### config.mk
export PLATFORM = sky130hd
export DESIGN_NAME = lsu
export DESIGN_NICKNAME = d
export VERILOG_FILES = /design/src/rtl/lsu.sv
export SDC_FILE = /design/constraint.sdc
export NUM_CORES = 1
export LEC_CHECK = 0
export CAP_MARGIN = 5
export CORE_MARGIN = 3
export CORE_UTILIZATION = 30
export CTS_BUF_LIST = sky130_fd_sc_hd__clkbuf_8
export DETAILED_ROUTE_END_ITERATION = 8
export GPL_TIMING_DRIVEN = 0
export PLACE_DENSITY = 0.63
export SYNTH_ARGS = -nofsm -noshare
export SYNTH_HDL_FRONTEND = slang
export SYNTH_SLANG_ARGS = --single-unit
### constraint.sdc
create_clock -name clk -period 3.9 [get_ports clk]
set_input_delay 0.78 -clock clk [delete_from_list [all_inputs] [get_ports clk]]
set_output_delay 0.78 -clock clk [all_outputs]
set_load 0.005 [all_outputs]
### src/rtl/lsu.sv
`timescale 1ns/1ps
// -----------------------------------------------------------------------------
// lsu -- single-outstanding load/store unit between a RISC-V core and a
// 64-bit doubleword bus.
//
// A request is taken in IDLE and checked for legality in the same cycle.
// Illegal requests skip the bus and complete with resp_err. Legal ones
// present one bus beat in REQ. Stores complete on the bus handshake. Loads
// wait in WAIT for mem_rvalid, then extract and extend the addressed bytes.
// Every transaction ends with a single-cycle resp_valid pulse in RESP.
//
// Ports
//   clk, rst        sole clock; synchronous active-high reset
//   req_*           core request (valid/ready, we, funct3, byte addr, wdata)
//   resp_*          completion pulse, extended load data, error flag
//   mem_valid/ready bus request handshake
//   mem_addr        doubleword-aligned address
//   mem_we          bus write, only while mem_valid
//   mem_wmask       byte-lane enables, bit i = byte i (little-endian)
//   mem_wdata       lane-shifted store data
//   mem_rvalid      read data valid, only honoured in WAIT
//   mem_rdata       aligned doubleword read data
//
// Configuration
//   LSU_MISALIGN_CHECK_EN  defined: an H/W/D access whose byte offset is not
//                          a multiple of its size completes with resp_err
//                          and never reaches the bus.
//                          undefined: the offset is rounded down to natural
//                          alignment and the access proceeds.
// -----------------------------------------------------------------------------
module lsu (
    input  logic        clk,
    input  logic        rst,
    input  logic        req_valid,
    output logic        req_ready,
    input  logic        req_we,
    input  logic [2:0]  req_funct3,
    input  logic [63:0] req_addr,
    input  logic [63:0] req_wdata,
    output logic        resp_valid,
    output logic [63:0] resp_rdata,
    output logic        resp_err,
    output logic        mem_valid,
    input  logic        mem_ready,
    output logic [63:0] mem_addr,
    output logic        mem_we,
    output logic [7:0]  mem_wmask,
    output logic [63:0] mem_wdata,
    input  logic        mem_rvalid,
    input  logic [63:0] mem_rdata
);

    typedef enum logic [1:0] {
        S_IDLE = 2'd0,
        S_REQ  = 2'd1,
        S_WAIT = 2'd2,
        S_RESP = 2'd3
    } state_e;

    // funct3[1:0] encodes the access size; funct3[2] selects zero-extension.
    localparam logic [1:0] SZ_B = 2'd0;
    localparam logic [1:0] SZ_H = 2'd1;
    localparam logic [1:0] SZ_W = 2'd2;
    localparam logic [1:0] SZ_D = 2'd3;

    // -------------------------------------------------------------------------
    // Helpers
    // -------------------------------------------------------------------------

    // Stores have no unsigned variants; loads only lack a "LDU".
    function automatic logic funct3_illegal(input logic we, input logic [2:0] f3);
        return we ? f3[2] : (f3 == 3'b111);
    endfunction

`ifdef LSU_MISALIGN_CHECK_EN
    function automatic logic misaligned(input logic [1:0] size, input logic [2:0] off);
        logic m;
        m = 1'b0;
        case (size)
            SZ_H:    m = off[0];
            SZ_W:    m = |off[1:0];
            SZ_D:    m = |off;
            default: m = 1'b0;
        endcase
        return m;
    endfunction
`endif

    // Natural-alignment rounding. With the misalignment check enabled only
    // aligned accesses ever reach the bus, so this is then an identity.
    function automatic logic [2:0] align_off(input logic [1:0] size, input logic [2:0] off);
        logic [2:0] a;
        a = off;
        case (size)
            SZ_B:    a = off;
            SZ_H:    a = {off[2:1], 1'b0};
            SZ_W:    a = {off[2], 2'b00};
            default: a = 3'b000;
        endcase
        return a;
    endfunction

    // -------------------------------------------------------------------------
    // State and latched request
    // -------------------------------------------------------------------------
    state_e      state_q,  state_d;
    logic        we_q,     we_d;
    logic [2:0]  funct3_q, funct3_d;
    logic [63:0] addr_q,   addr_d;
    logic [63:0] wdata_q,  wdata_d;
    logic [63:0] rdata_q,  rdata_d;
    logic        err_q,    err_d;

    logic        accept;
    logic        req_err;
    logic [2:0]  off;
    logic [7:0]  store_mask;
    logic [63:0] store_data;
    logic [63:0] load_shifted;
    logic [63:0] load_data;

    assign accept = req_valid & req_ready;

    // Legality of the incoming request, evaluated in the accept cycle.
    always_comb begin
        req_err = funct3_illegal(req_we, req_funct3);
`ifdef LSU_MISALIGN_CHECK_EN
        req_err = req_err | misaligned(req_funct3[1:0], req_addr[2:0]);
`endif
    end

    // -------------------------------------------------------------------------
    // Lane steering, derived from the latched request
    // -------------------------------------------------------------------------
    assign off = align_off(funct3_q[1:0], addr_q[2:0]);

    always_comb begin
        // NOTE: every signal assigned in always_comb gets a default first;
        // a path that leaves it unassigned would otherwise infer a latch.
        store_mask = 8'h00;
        case (funct3_q[1:0])
            SZ_B:    store_mask = 8'h01 << off;
            SZ_H:    store_mask = 8'h03 << off;
            SZ_W:    store_mask = 8'h0F << off;
            default: store_mask = 8'hFF;
        endcase
    end

    // Bits pushed above bit 63 are intentionally dropped.
    assign store_data   = wdata_q << {off, 3'b000};
    assign load_shifted = mem_rdata >> {off, 3'b000};

    always_comb begin
        load_data = 64'd0;
        case (funct3_q)
            3'b000:  load_data = {{56{load_shifted[7]}},  load_shifted[7:0]};
            3'b001:  load_data = {{48{load_shifted[15]}}, load_shifted[15:0]};
            3'b010:  load_data = {{32{load_shifted[31]}}, load_shifted[31:0]};
            3'b011:  load_data = load_shifted;
            3'b100:  load_data = {56'd0, load_shifted[7:0]};
            3'b101:  load_data = {48'd0, load_shifted[15:0]};
            3'b110:  load_data = {32'd0, load_shifted[31:0]};
            default: load_data = 64'd0;
        endcase
    end

    // -------------------------------------------------------------------------
    // FSM: state register
    // -------------------------------------------------------------------------
    always_ff @(posedge clk) begin
        // NOTE: sequential state uses non-blocking assignments so every flop
        // samples its pre-edge inputs regardless of statement order.
        if (rst) begin
            state_q <= S_IDLE;
        end else begin
            state_q <= state_d;
        end
    end

    // -------------------------------------------------------------------------
    // FSM: next-state logic
    // -------------------------------------------------------------------------
    always_comb begin
        state_d = state_q;
        case (state_q)
            S_IDLE: if (accept)     state_d = req_err ? S_RESP : S_REQ;
            S_REQ:  if (mem_ready)  state_d = we_q ? S_RESP : S_WAIT;
            S_WAIT: if (mem_rvalid) state_d = S_RESP;
            S_RESP:                 state_d = S_IDLE;
            default:                state_d = S_IDLE;
        endcase
    end

    // -------------------------------------------------------------------------
    // FSM: outputs (bus fields are zero whenever no beat is offered)
    // -------------------------------------------------------------------------
    always_comb begin
        req_ready  = (state_q == S_IDLE) && !rst;
        mem_valid  = (state_q == S_REQ);
        mem_we     = mem_valid & we_q;
        mem_addr   = mem_valid ? {addr_q[63:3], 3'b000} : 64'd0;
        mem_wmask  = mem_we ? store_mask : 8'h00;
        mem_wdata  = mem_we ? store_data : 64'd0;
        resp_valid = (state_q == S_RESP);
        resp_err   = resp_valid & err_q;
        resp_rdata = resp_valid ? rdata_q : 64'd0;
    end

    // -------------------------------------------------------------------------
    // Request / response datapath
    // -------------------------------------------------------------------------
    always_comb begin
        we_d     = we_q;
        funct3_d = funct3_q;
        addr_d   = addr_q;
        wdata_d  = wdata_q;
        rdata_d  = rdata_q;
        err_d    = err_q;
        if (state_q == S_IDLE && accept) begin
            we_d     = req_we;
            funct3_d = req_funct3;
            addr_d   = req_addr;
            wdata_d  = req_wdata;
            err_d    = req_err;
            // Cleared here so stores and errors report zero data.
            rdata_d  = 64'd0;
        end else if (state_q == S_WAIT && mem_rvalid) begin
            rdata_d  = load_data;
        end
    end

    always_ff @(posedge clk) begin
        // NOTE: the datapath is reset as well as the state so no stale
        // request survives a reset; it is small enough that this is free.
        if (rst) begin
            we_q     <= 1'b0;
            funct3_q <= 3'd0;
            addr_q   <= 64'd0;
            wdata_q  <= 64'd0;
            rdata_q  <= 64'd0;
            err_q    <= 1'b0;
        end else begin
            we_q     <= we_d;
            funct3_q <= funct3_d;
            addr_q   <= addr_d;
            wdata_q  <= wdata_d;
            rdata_q  <= rdata_d;
            err_q    <= err_d;
        end
    end

endmodule

==> results of run 1 <==
power breakdown:
group	switching [W]	internal (W)	leakage, nW
sequential	0.000274	0.00234	1.63
combinational	0.00183	0.00128	5.69
clock	0.000791	0.000592	0.203
total	0.00290	0.00421	7.52
worst max-delay path by stage:
stage,start,to,cells after the start
after global placement,funct3_q[0]$_SDFFE_PP0P_,mem_wdata[52],10
final,funct3_q[0]$_SDFFE_PP0P_,mem_wdata[53],12
after floorplan,funct3_q[0]$_SDFFE_PP0P_,mem_wmask[4],10
after detailed placement,funct3_q[0]$_SDFFE_PP0P_,mem_wdata[52],10
after CTS,funct3_q[0]$_SDFFE_PP0P_,mem_wdata[22],8
after global routing,funct3_q[0]$_SDFFE_PP0P_,mem_wmask[5],11
sequential cells by signal, summed over array words and instances (netlist names):
name      flops
state_q       2
err_q         1
wdata_q      64
we_q          1
addr_q       64
funct3_q      3
rdata_q      64
cells in the final DEF, fill, tap and decap left out, drive strengths merged, types with 16 or more instances in the layout:
cell / n
nand2: 390
clkdlybuf4s50: 384
dfxtp: 199
and2: 152
nand3b: 130
mux2i: 112
clkbuf: 101
nor2: 86
buf: 57
a21oi: 49
o21ai: 44
a22oi: 29
and3: 21
nor3: 21
nand3: 16
cells by family after synthesis:
kind of cell,count (synthesis)
buffers and inverters,135
other,1
AOI/OAI and AO/OA,224
and+or+nand+nor,840
adders and majority gates,10
DFF,199
muxes,120
layout make-up:
cell class	instances	area, sq um	area share [%]
Multi-Input combinational cell	1197	7540	42.9
Timing Repair Buffer	411	4130	23.5
Sequential cell	199	3990	22.7
Buffer	127	827	4.71
Tap cell	511	639	3.64
Clock buffer	22	303	1.73
Clock inverter	9	90.1	0.513
Inverter	8	30.0	0.171
Antenna cell	1	2.50	0.0143
metal layers:
metal	global-route usage (%)	up-vias
met1	33.2	6272
met2	42.6	650
met4	10.3	0
met5	0	-
li1	-	6111
met3	5.99	123
synth_stat cells (all sizes together) (8+ instances only):
master / number / area (sq um)
and3: 21 / 131
o22ai: 13 / 81.3
nor3: 21 / 121
o2bb2ai: 15 / 131
nor2: 86 / 330
nor4: 9 / 75.1
buf: 45 / 245
dfxtp: 199 / 3980
a2bb2oi: 8 / 70.1
nand3b: 130 / 976
a21oi: 49 / 257
a211oi: 11 / 82.6
o21ai: 44 / 280
and2: 152 / 951
a31oi: 10 / 62.6
nand2: 390 / 1460
mux2i: 112 / 1130
o211ai: 15 / 113
inv: 8 / 30.0
clkbuf: 82 / 308
ha: 10 / 125
a22oi: 29 / 218
nand3: 16 / 80.1
stage by stage:
| step | hold slack, ns | power, W | std cells | util (%) |
|---|---|---|---|---|
| floorplan | 0.417 | 0.00423 | 1531 | - |
| global placement | 0.432 | 0.00536 | 2444 | 43.1 |
| detailed placement | 0.438 | 0.00539 | 2444 | 43.1 |
| CTS | 0.452 | 0.00696 | 2479 | 45.1 |
| global route | 0.473 | 0.00748 | 2485 | 45.9 |
| finish | 0.450 | 0.00711 | 2485 | 45.9 |
worst reg2reg max path: stages (launching register included):
cell      delay [ns]
dfxtp_1         0.41
inv_1           0.09
ha_1            0.17
buf_2           0.15
a21oi_1         0.60
nand3_1         0.32
nor3_1          0.39
clkbuf_1        0.51
o21ai_0         0.35
nand3_1         0.16
timing repair:
action,in CTS,in global routing
endpoints found under the setup margin,72,53
resized for setup,124,79
hold buffers,0,0
pin swaps,4,13
setup buffers,4,5
==> impl_metrics.tcl, run 1 <==
set metrics [dict create \
    cts.path.max_buffers 2 \
    wl_met1_um 23400 \
    fin_area_sq_um 17600 \
    r2r_cells 9 \
    dr_total_vias 13200 \
    synthToLayoutAreaGrowth_pct 49.1 \
    avgSynthCellArea_sq_um 7.70 \
    drtIter0Drc 1192 \
    fin_crit_sh_pct 97.5 \
    ant_nets 0 \
    rr_startpoint "state_q[1]$_SDFFE_PP0P_" \
    report.final.slew_viol_count 0 \
    cts_root_buf "clkbuf_8" \
    nFillCells 3796 \
    initial_utilization_pct 30.8 \
    final-setup-viol-count 0 \
    rsz0062_at_grt "true" \
    dp_hpwl_um 44700 \
    max_freq_mhz 263 \
    hold_viol 0 \
    grt_overflow 0 \
    critPathLaunchType "register" \
    highest_layer "met4" \
    drt-pass1-iter-count 6 \
    vias_per_cell 5.29 \
    clock_latency_ns 0.51 \
    worst_pin_slew_ns 1.00 \
    cts_tree "yes" \
    r2r-end "rdata_q[29]$_SDFFE_PP0P_" \
    synth-simple-area-share_pct 35.9 \
    min_path_type "reg -> reg" \
    end_kind "output pin" \
    synth_top_family_by_area "simple AND/OR/NAND/NOR gates" \
    path_max_fanout 10 \
    critPathArrivalTime_ns 3.02 \
    slew_headroom_pct 32.8 \
    status "finished clean" \
    cp_common_cell "buf_4" \
    drc 0 \
    cp_cell_sequence "inv_2, ha_4, buf_4, nor2_4, nor2_2, buf_6, clkbuf_8, buf_4, a211oi_2, a21oi_1, nor2_1, clkdlybuf4s50_1" \
    setup_ws_ns 0.0963 \
    placedInstanceArea_sq_um 16400 \
    drive_gt1_share_pct 9.43 \
    io_pins 406 \
    async_reset_ff_share_pct 0 \
    synth_edf_count 0 \
    fin_setup_tns_ns 0 \
    max-cap-violations 0 \
    synth_cell_types 60 \
    routabilityCongestion 0.970 \
    vdd_drop_max_mv 0.223 \
    met2WireLength_um 25700 \
    synthFlopType "dfxtp_1" \
    power.leakage_nw 7.52 \
    slowest_stage "clkdlybuf4s50_1" \
    die_w_um 204 \
    groute.usage.overall_pct 26.0 \
    die_area_sq_um 41700 \
    cts.clk_slew.worst_paths_ns 0.10 \
    worstSetupPathType "reg -> out" \
    crit_required_ns 3.12 \
    syn_area_sq_um 11800 \
    cts_inserted_buffers 17 \
    synthCells 1529 \
    synth_adder_area_share_pct 1.06 \
    path_delay_family "buffers and inverters" \
    grt_max_degree 17 \
    fp-row-count 71 \
    grt_pass1_wl_um 82100 \
    synth_compound_area_share_pct 13.2 \
    synth_mux_area_share_pct 11.0 \
    fin_skew_ns 0.0150 \
    cp_num_buf_inv 6 \
    power_density_nw_per_um2 405 \
    antenna_found_initial 1 \
    wl_met3_um 4900 \
    synth-xor-area-share_pct 0 \
    hold_path_depth 2 \
    drt_wl_total_um 56300 \
    die_h_um 204 \
    rrSetupSlack_ns 0.71 \
    synth_warnings 0 \
    htree_levels 4 \
    min_to "rdata_q[50]$_SDFFE_PP0P_" \
    cts.sinks 199 \
    hold_start "rdata_q[50]$_SDFFE_PP0P_" \
    seq_area_frac_synth_pct 33.8 \
    final_nets 2172 \
    post-place-ws_ns -0.401 \
    grt_pass1_vias 13000 \
    port_buffers 402 \
    ys_ff_latch 199 \
    slowest_delay_ns 0.55 \
    coreArea_sq_um 38200 \
    post-route-min-period_ns 3.80 \
    wl_per_cell_um 22.7 \
]
Note: power is estimated with default switching activity, not from simulation.
==> run 2: changes to the inputs <==
PLACE_DENSITY = 0.65   (was 0.63)
clock period = 3.4 ns   (was 3.9 ns; I/O delays follow)
==> impl_metrics.tcl, run 2 (synthesis results as in run 1) <==
set metrics [dict create \
    max_freq_mhz 298 \
    cts_tree "yes" \
    die_w_um 204 \
    worst_pin_slew_ns 0.864 \
    cts.path.max_buffers 2 \
    slowest_delay_ns 0.38 \
    final_cell_mix "nand2_1 (385), clkdlybuf4s50_1 (330), dfxtp_1 (197), and2_1 (141), nand3b_1 (130)" \
    grt_max_degree 19 \
    path_delay_family "buffers and inverters" \
    min_path_type "reg -> reg" \
    critPathLaunchType "register" \
    final_nets 2244 \
    drt_wl_total_um 58000 \
    grt_overflow 0 \
    end_kind "output pin" \
    max-cap-violations 0 \
    critPathArrivalTime_ns 2.67 \
    cts_root_buf "clkbuf_8" \
    drt-pass1-iter-count 6 \
    post-route-min-period_ns 3.35 \
    final-setup-viol-count 0 \
    initial_utilization_pct 30.8 \
    fin_area_sq_um 18500 \
    seq_area_sq_um 3990 \
    hold_viol 0 \
    placedCellCount 2444 \
    dp_hpwl_um 44700 \
    cts.clk_slew.worst_paths_ns 0.12 \
    slowest_stage "dfxtp_4" \
    synthToLayoutAreaGrowth_pct 56.7 \
    ant_nets 0 \
    worstSetupPathType "reg -> out" \
    top_regs "addr_q (64), rdata_q (64), wdata_q (64)" \
    nFillCells 3785 \
    final_common_cell "nand2_1" \
    post-place-ws_ns -0.796 \
    report.final.slew_viol_count 0 \
    fin_skew_ns 0.0241 \
    power_density_nw_per_um2 476 \
    cp_num_buf_inv 4 \
    placedInstanceArea_sq_um 16400 \
    multi_input_area_sq_um 7840 \
    fp-row-count 71 \
    die_h_um 204 \
    io_pins 406 \
    setup_ws_ns 0.0489 \
    drc 0 \
    fin_crit_sh_pct 98.6 \
    grt_pass1_wl_um 83600 \
    finalPower_w 0.00879 \
    cp_cell_sequence "buf_4, ha_4, or2_4, o21ai_4, buf_6, clkbuf_16, nor3_1, a31oi_1, nor2_1, dlygate4sd2_1" \
    path_max_fanout 8 \
    power.leakage_nw 7.94 \
    dr_total_vias 13600 \
    instances_no_fill 2558 \
    slew_headroom_pct 42.4 \
    wl_per_cell_um 22.7 \
    clock_latency_ns 0.52 \
    htree_levels 4 \
    crit_required_ns 2.72 \
    coreArea_sq_um 38200 \
    port_buffers 402 \
    rsz0062_at_grt "true" \
    groute.usage.overall_pct 26.5 \
    status "finished clean" \
    routabilityCongestion 0.978 \
    grt_pass1_vias 13500 \
    drtIter0Drc 1075 \
    hold_buffers 0 \
    antenna_found_initial 3 \
    vdd_drop_max_mv 0.266 \
    vias_per_cell 5.31 \
    drive_gt1_share_pct 16.2 \
    die_area_sq_um 41700 \
    cts_inserted_buffers 17 \
    cts.sinks 199 \
]
[run 2: changes by cell type in the layout (fill, tap and decap cells not counted), moves of 7 or more]
cell,before,now
dlygate4sd2_1,5,36
clkbuf_2,7,17
mux2i_1,93,76
buf_4,19,80
and2_1,151,141
buf_2,5,15
buf_12,6,15
mux2i_2,14,21
buf_8,2,9
clkdlybuf4s15_1,0,8
mux2i_4,5,15
dlymetal6s2s_1,13,3
clkdlybuf4s50_1,384,330
and2_4,0,10
[run 2: path summary, 6_finish.rpt]
| path | start | to | slack (ns) | depth (start not counted) |
|---|---|---|---|---|
| min | rdata_q[53]$_SDFFE_PP0P_ | rdata_q[53]$_SDFFE_PP0P_ | 0.45 | 2 |
| min reg2reg | rdata_q[53]$_SDFFE_PP0P_ | rdata_q[53]$_SDFFE_PP0P_ | 0.45 | 2 |
| max reg2reg | state_q[1]$_SDFFE_PP0P_ | rdata_q[30]$_SDFFE_PP0P_ | 0.38 | 9 |
| max | funct3_q[0]$_SDFFE_PP0P_ | mem_wdata[43] | 0.05 | 10 |
[run 2: power by group]
| part | internal [W] | total (W) | switching, W |
|---|---|---|---|
| Combinational | 0.00183 | 0.00411 | 0.00227 |
| Clock | 0.000674 | 0.00166 | 0.000986 |
| Sequential | 0.00268 | 0.00302 | 0.000340 |
[run 2: worst register-to-register path: stages, from the launching register on]
cell and delay, ns:
dfxtp_1 0.41, inv_1 0.09, ha_1 0.18, buf_2 0.16, a21oi_2 0.39, nand3_1 0.30
nor3_1 0.33, clkbuf_1 0.48, o21ai_0 0.42, nand3_1 0.19
[run 2: layout make-up]
cell class / count / share of cell area [%]
inverter: 8 / 0.190
clock inverter: 15 / 0.936
antenna: 1 / 0.0136
timing repair buffer: 483 / 24.6
sequential: 199 / 21.6
tap: 511 / 3.46
clock buffer: 17 / 1.27
buffer: 126 / 5.40
multi-input combinational: 1198 / 42.5
[run 2: stage by stage]
stage / utilization (%) / hold WS (ns) / setup TNS [ns]
after global routing: 48.3 / 0.483 / -0.341
after CTS: 47.2 / 0.454 / -0.994
after detailed placement: 43.1 / 0.437 / -52.98
after global placement: 43.1 / 0.431 / -49.04
final: 48.3 / 0.454 / 0
after floorplan: - / 0.417 / 0
[run 2: per-layer routing]
layer	vias to the layer above	track usage (%)	share of wire, %
li1	6257	-	-
met1	6448	33.7	41
met2	734	43.7	46
met3	133	5.73	8.8
met4	2	11.0	4.2
met5	-	0	0.034
[run 2: repair_timing]
item / 4_1_cts / 5_1_grt
setup endpoints to repair: 147 / 60
endpoints found under the hold margin: 0 / 0
pin swaps: 39 / 27
resized for setup: 353 / 85
setup buffers: 42 / 38
cloned: 2 / 0
